$ cat config.mk
export PLATFORM = sky130hd
export DESIGN_NAME = qpsk_tx_fir
export DESIGN_NICKNAME = d
export VERILOG_FILES = /design/src/rtl/qpsk_tx_fir.sv
export SDC_FILE = /design/constraint.sdc
export NUM_CORES = 1
export LEC_CHECK = 0
export CORE_MARGIN = 3
export CORE_UTILIZATION = 55
export CTS_BUF_LIST = sky130_fd_sc_hd__clkbuf_8 sky130_fd_sc_hd__clkbuf_16
export DETAILED_ROUTE_END_ITERATION = 7
export MAX_ROUTING_LAYER = met4
export PLACE_DENSITY = 0.72
export SYNTH_ARGS = -nofsm -noshare
export SYNTH_HDL_FRONTEND = slang
export SYNTH_SLANG_ARGS = --single-unit
export TNS_END_PERCENT = 30
$ cat constraint.sdc
create_clock -name clk -period 11.75 [get_ports clk]
set_input_delay 2.9375 -clock clk [delete_from_list [all_inputs] [get_ports clk]]
set_output_delay 2.9375 -clock clk [all_outputs]
set_load 0.005 [all_outputs]
$ cat src/rtl/qpsk_tx_fir.sv
// QPSK transmit pulse shaper: bit -> +/-1 symbol, 4x oversampled polyphase RRC FIR.
// Optional QPSK_TX_PRBS_EN replaces tx_in with an internal PRBS9 (x^9+x^5+1) source.
module qpsk_tx_fir #(
  parameter int N_TAPS = 24,
  parameter int OS     = 4,
  parameter int N_SYM  = 6,
  parameter int COEF_W = 8,
  parameter int OUT_W  = 9,
  parameter logic [N_TAPS*COEF_W-1:0] COEF =
    192'h00FEFF000200FBF5F90A253E483E250AF9F5FB000200FFFE,
  parameter logic [8:0] SEED = 9'h1AA
) (
  input  logic             clk,
  input  logic             rst,
  input  logic             enable,
  input  logic             tx_in,
  output logic [OUT_W-1:0] tx_out
);

  localparam int PH_W  = $clog2(OS);
  localparam int ACC_W = 11;
  localparam logic signed [ACC_W-1:0] SAT_MAX = ACC_W'((1 <<< (OUT_W - 1)) - 1);
  localparam logic signed [ACC_W-1:0] SAT_MIN = ACC_W'(-(1 <<< (OUT_W - 1)));

  logic [PH_W-1:0]          r_phase;
  logic signed [1:0]        r_sym  [N_SYM];
  logic signed [1:0]        w_symn [N_SYM];
  logic signed [COEF_W-1:0] w_tap;
  logic signed [ACC_W-1:0]  w_tapx;
  logic signed [ACC_W-1:0]  w_acc;
  logic [OUT_W-1:0]         w_sat;
  logic                     w_bit;
  logic                     w_capture;

  // C[0] lives in the most significant byte of COEF.
  function automatic logic signed [COEF_W-1:0] tap(input int unsigned idx);
    return COEF[(N_TAPS - 1 - int'(idx)) * COEF_W +: COEF_W];
  endfunction

  assign w_capture = enable && (r_phase == '0);

`ifdef QPSK_TX_PRBS_EN
  logic [8:0] r_prbs;
  logic       w_unused_tx_in;

  always_ff @(posedge clk) begin
    if (rst) begin
      r_prbs <= SEED;
    end else if (w_capture) begin
      r_prbs <= {r_prbs[7:0], r_prbs[8] ^ r_prbs[4]};
    end
  end

  assign w_bit          = r_prbs[8];
  assign w_unused_tx_in = tx_in;
`else
  localparam logic [8:0] unused_seed = SEED;

  assign w_bit = tx_in;
`endif

  // Symbol vector as it will be after this edge; the new symbol enters the sum immediately.
  always_comb begin
    for (int unsigned k = 0; k < N_SYM; k++) begin
      w_symn[k] = r_sym[k];
    end
    if (r_phase == '0) begin
      w_symn[0] = w_bit ? 2'sb11 : 2'sb01;
      for (int unsigned k = 1; k < N_SYM; k++) begin
        w_symn[k] = r_sym[k-1];
      end
    end
  end

  // Each product is just add, subtract or skip of the selected polyphase tap.
  always_comb begin
    w_acc  = '0;
    w_tap  = '0;
    w_tapx = '0;
    for (int unsigned k = 0; k < N_SYM; k++) begin
      w_tap  = tap(k * OS + 32'(r_phase));
      w_tapx = {{(ACC_W - COEF_W){w_tap[COEF_W-1]}}, w_tap};
      if (w_symn[k] == 2'sb01) begin
        w_acc = w_acc + w_tapx;
      end else if (w_symn[k] == 2'sb11) begin
        w_acc = w_acc - w_tapx;
      end
    end
  end

  always_comb begin
    w_sat = w_acc[OUT_W-1:0];
    if (w_acc > SAT_MAX) begin
      w_sat = SAT_MAX[OUT_W-1:0];
    end else if (w_acc < SAT_MIN) begin
      w_sat = SAT_MIN[OUT_W-1:0];
    end
  end

  always_ff @(posedge clk) begin
    if (rst) begin
      r_phase <= '0;
      for (int unsigned k = 0; k < N_SYM; k++) begin
        r_sym[k] <= '0;
      end
      tx_out <= '0;
    end else if (enable) begin
      r_phase <= (r_phase == PH_W'(OS - 1)) ? '0 : r_phase + 1'b1;
      for (int unsigned k = 0; k < N_SYM; k++) begin
        r_sym[k] <= w_symn[k];
      end
      tx_out <= w_sat;
    end
  end

endmodule

# Word-level counts from Yosys, hierarchy flattened
# Memory sizes are Yosys's and may differ from the RTL's.
# Index checks and enable logic that the tools add are counted.
[classes]
n_eq_ne = 13
n_reduce_logical = 1
n_bitwise = 6
mux = 28
magnitude_cmp = 2
n_addsub = 23
shifts = 6
[ops]
columns = ["operator", "n"]
rows = [
  ["$shiftx 192x9->8 const A", 4],
  ["$shiftx 192x10->8 const A", 2],
  ["$mux 11", 12],
  ["$add 11x8->11", 5],
  ["$sub 11x8->11", 5],
  ["$mux 9", 2],
  ["$mux 2", 8],
  ["$eq 2x2->1 const B", 7],
  ["$sub 5x6->7 const A", 2],
  ["$add 5x2->6 const A", 2],
  ["$eq 2x1->1 const B", 6],
  ["$mux 12", 1],
  ["$sub 5x5->6 const A", 2],
  ["$gt 11x9->1 const B", 1],
  ["$lt 11x9->1 const B", 1],
  ["$add 4x2->5 const A", 2],
  ["$sub 1x8->9 const A", 1],
  ["$or 1x1->1", 6],
  ["$sub 5x2->6 const A", 1],
  ["$sub 5x4->6 const A", 1],
  ["$mux 1", 5],
  ["$add 3x2->4 const A", 1],
  ["$add 2x1->2 const B", 1],
  ["$logic_not 2->1", 1],
]
[word_totals]
mem_bits_rw = 12
input_bits = 4
register_bits = 11
output_inout_bits = 9
wordCells = 82
mem_count = 1
[memory_table]
columns = ["memory", "words", "word_bits", "read_ports", "rd_clocked_by_memory_dff", "wr", "line", "text"]
rows = [
  ["r_sym", 6, 2, 6, 0, 6, "26", "logic signed [1:0] r_sym [N_SYM];"],
]

# Depth between registers and ports, before layout
[depth]
depth_word = 23
depth_mapped = 49
mapped_depth_nobuf = 47

# Worst setup path before layout
# No wires, ideal clock.
[synth_path]
path_kind = "input to register"
start = "input tx_in"
end = "register tx_out[1]"
required_ps = 11614
setup_slack_ps = 722
n_path_buf = 0
stages = 41
t_arrival_ps = 10892
setup_time_ps = 136
path_cell_list = "nor2b_1 -> o21ai_1 -> a21boi_0 -> inv_1 -> ha_1 -> a21oi_1 -> nor2_1 -> o21a_1 -> nor2_1 -> xor2_1 -> a21oi_1 -> ha_1 -> and3b_1 -> or3_1 -> a22oi_1 -> xor2_1 -> nor2_1 -> a21oi_1 -> [... 5 more ...] -> xnor2_1 -> mux2_2 -> ha_1 -> nor3_1 -> o211ai_1 -> a31o_2 -> a21o_1 -> a21oi_1 -> xnor2_1 -> mux2_2 -> ha_1 -> or3_1 -> o21ai_0 -> nor4_1 -> nor3b_1 -> xnor3_1 -> a21oi_4 -> o32ai_1"
[synth_via]
elab_chain_len = 23
word_cells_on_any_way = 30
cone_classes = "add/sub: 10; order compare: 2; eq/ne: 2; mux: 16"
[synth_lines]
columns = ["element", "line", "text"]
rows = [
  ["start: declaration", "16", "input logic tx_in,"],
  ["$mux 2 *", "68", "w_symn[0] = w_bit ? 2'sb11 : 2'sb01;"],
  ["$mux 12 *", "67", "if (r_phase == '0) begin"],
  ["$eq 2x1->1", "85", "end else if (w_symn[k] == 2'sb11) begin"],
  ["$mux 11", "85", ""],
  ["$mux 11 *", "83", "if (w_symn[k] == 2'sb01) begin"],
  ["$sub 11x8->11", "86", "w_acc = w_acc - w_tapx;"],
  ["$mux 11", "85", ""],
  ["$mux 11 *", "83", ""],
  ["[... 7 more ...]", "n/a", ""],
  ["$mux 11", "85", ""],
  ["$mux 11 *", "83", ""],
  ["$sub 11x8->11", "86", ""],
  ["$mux 11", "85", ""],
  ["$mux 11 *", "83", ""],
  ["$lt 11x9->1", "95", "end else if (w_acc < SAT_MIN) begin"],
  ["$mux 9", "95", ""],
  ["$mux 9 *", "93", "if (w_acc > SAT_MAX) begin"],
  ["end signal: assignment", "112", "tx_out <= w_sat;"],
  ["end: declaration", "17", "output logic [OUT_W-1:0] tx_out"],
]
# Mark *: on every way between the ends. The rest lies on a longest branch, timed or not.
# A chain may end at the register's enable or synchronous reset.

# Final worst setup path
[layout_path]
start = "input tx_in"
end = "register tx_out[7]"
# The elaborated chain is that of the path after synthesis.

==> flow_summary.ini <==
[die]
dieWidth_um = 106
die_area_um2 = 11300
pin_count = 13
die_h_um = 106
std_cell_rows = 35
start_util_pct = 58.0
coreArea_um2 = 9500

[setup_path]
worst-path-buf-inv = 5
worstPathArrival_ps = 11530
cp_slowest_cell = clkdlybuf4s50_1
worst_path_most_repeated_cell = nor2_1
critPathTopFamily = compound AO/OA/AOI/OAI gates
cp-end-kind = register
crit_type = in -> reg
critPathMaxFanout = 8
cpPeakStageDelay_ps = 490
cp_data_required_time_ps = 11930
cp-start-kind = input pin

[cells_and_area]
antenna_cells = 0
drive_above_1_share_pct = 19.7
final_cells = 907
multiInputGateArea_um2 = 4950
seq_area_um2 = 581
nets = 882
post-route-util_pct = 69.6
fillers = 825
area_delta_synth_final_pct = 19.9

[timing]
finalSetupViolCount = 0
finalWorstSetupSlack_ps = 393
tightest_slew_ps = 905
finalHoldViolCount = 0
relSlewSlack_pct = 39.5
min_period_ps = 11360
post-route-period-util_pct = 96.7
fmax_mhz = 88.1
fin_tns_setup_ps = 0
report.final.slew_viol_count = 0
fin_skew_ps = 4.89

[pwr]
power_uw = 1390
cellLeakagePower_uw = 0.00299
ir_worst_vdd_mv = 0.187
powerDensity_nw_per_um2 = 210

[synth]
syn_avg_cell_area_um2 = 7.80
syn-num-nets = 810
ys_warn_count = 0
async_flop_share_pct = 0
synth_ff_type = edfxtp_1
synth-edff-count = 12
synth-seq-cells = 23
ys_seq_area_share_pct = 10.5
yosysUniqueCellTypes = 73
syn-cell-area_um2 = 5510
postSynthCellCount = 707

[detailed_routing]
drt_iter0_drc = 362
wl_per_cell_um = 18.1
routed-wl-met2_um = 8240
routed-via-count = 5695
final_antenna_net_count = 0
top_layer_used = met4
met3WireLength_um = 716
drt_pre_antenna_iters = 5
vias_per_cell = 6.28
wl_met1_um = 7030
drc = 0
routed_wl_um = 16500

[flow_run]
cap_violations = 0

[global_route]
gr-total-overflow = 0
grt_pass1_vias = 5510
grt_max_degree = 31
grt_pass1_wl_um = 26400
track_usage_pct = 28.8
grt_antenna_before_repair = 0

[placement]
place_inst = 895
gp_congestion = 0.972
dpl_worst_slack_ps = -256
dp_hpwl_um = 12700
portBuffers = 12

[clock_tree]
insertion_delay_ps = 270
tritoncts = done
clk_pin_slew_ps = 80
cts_buffers = 3
cts_max_level = 1
cts_sinks = 23
ctsLongestPathBuffers = 2
cts-root-buf = clkbuf_8
ctsHoldBuffers = 0

[hold_path]
hp-class = reg -> reg

[outcome]
status = complete, no violations
placed cells by master, fill, tap and decap left out, drive strengths merged, types with 16 or more instances in the layout:
| master | instances |
|---|---|
| nor2 | 81 |
| a21oi | 56 |
| nor3 | 24 |
| mux2 | 16 |
| mux2i | 19 |
| ha | 89 |
| inv | 46 |
| buf | 76 |
| xnor2 | 22 |
| o21ai | 41 |
| nand2 | 46 |
worst paths after layout:
kind                                  from   endpoint  slack, ps  cells past startpoint
worst max-delay path                 tx_in  tx_out[7]        390                     47
worst min-delay path             tx_out[8]  tx_out[8]        500                      2
worst max register to register  r_phase[1]  tx_out[7]       1500                     46
worst min register to register   tx_out[8]  tx_out[8]        500                      2
layout make-up:
class | instances | share of cell area, %
multi-input combinational | 617 | 74.8
timing repair buffer | 88 | 10.6
sequential | 23 | 8.78
inverter | 46 | 2.61
tap | 129 | 2.44
clock buffer | 3 | 0.624
clock inverter | 1 | 0.0757
power breakdown:
group	leakage (uW)	switching (uW)	internal [uW]
sequential	0.000225	14.1	103
clock	0.0000255	26.1	23.7
combinational	0.00274	642	581
per-layer routing:
| layer | track usage (%) | up-vias |
|---|---|---|
| li1 | - | 2745 |
| met1 | 34.9 | 2742 |
| met2 | 51.3 | 172 |
| met4 | 8.79 | 0 |
| met5 | - | - |
| met3 | 1.88 | 36 |
per-stage QoR:
stage	cell area, um2	hold WS (ps)
finish	6610	497
detailed placement	6210	483
global placement	6210	484
floorplan	5510	478
global route	6610	553
CTS	6260	498
worst reg2reg max path, delay by kind of cell, from the launching register on:
kind,cells,cell delay (ps)
multiplexers,3,740
AND/OR/NAND/NOR,11,2090
flip-flops,1,760
XOR/XNOR,4,520
buffers and inverters,6,1420
adder cells (fa/ha/maj),6,1920
AO/OA/AOI/OAI,16,2740
what timing repair did:
action	in CTS	in global routing
endpoints found under the hold margin	0	0
endpoints found under the setup margin	1	9
pin swaps	0	13
setup buffers	0	8
resized for setup	1	56
sequential cells by signal (all words and copies together), names as in the netlist:
name and count:
r_phase 2, tx_out 9, r_sym 12
synthesized netlist by cell type (all sizes together) (4+ instances only):
library cell / n / area (um2)
ha: 89 / 1110
nor2: 81 / 304
a21oi: 56 / 292
inv: 46 / 173
nand2: 46 / 173
o21ai: 41 / 205
nor3: 24 / 125
xnor2: 22 / 193
mux2i: 19 / 190
clkbuf: 16 / 60.1
mux2: 16 / 180
nor2b: 15 / 93.8
a211oi: 14 / 110
o211ai: 14 / 105
nand2b: 13 / 81.3
edfxtp: 12 / 360
dfxtp: 11 / 220
a21o: 10 / 75.1
fa: 10 / 200
xor2: 9 / 78.8
o21bai: 8 / 60.1
o31ai: 8 / 73.8
o32ai: 8 / 70.1
or3: 8 / 50.1
a31oi: 7 / 43.8
nand3: 7 / 35.0
nor3b: 7 / 63.8
o21a: 7 / 52.6
o31a: 7 / 61.3
a211o: 5 / 43.8
a21boi: 5 / 37.5
a221oi: 5 / 61.3
and2: 5 / 31.3
buf: 5 / 36.3
o2bb2ai: 5 / 43.8
o41ai: 4 / 35.0
logic make-up after synthesis:
kind of cell / share of synthesized area (%)
mux: 6.72
xor+xnor: 5.33
compound gates: 28.7
simple gates: 20.0
flops: 10.5
buf+inv: 4.88
fa+ha+maj: 23.8
No activity file was read; power rests on OpenSTA's default activity.
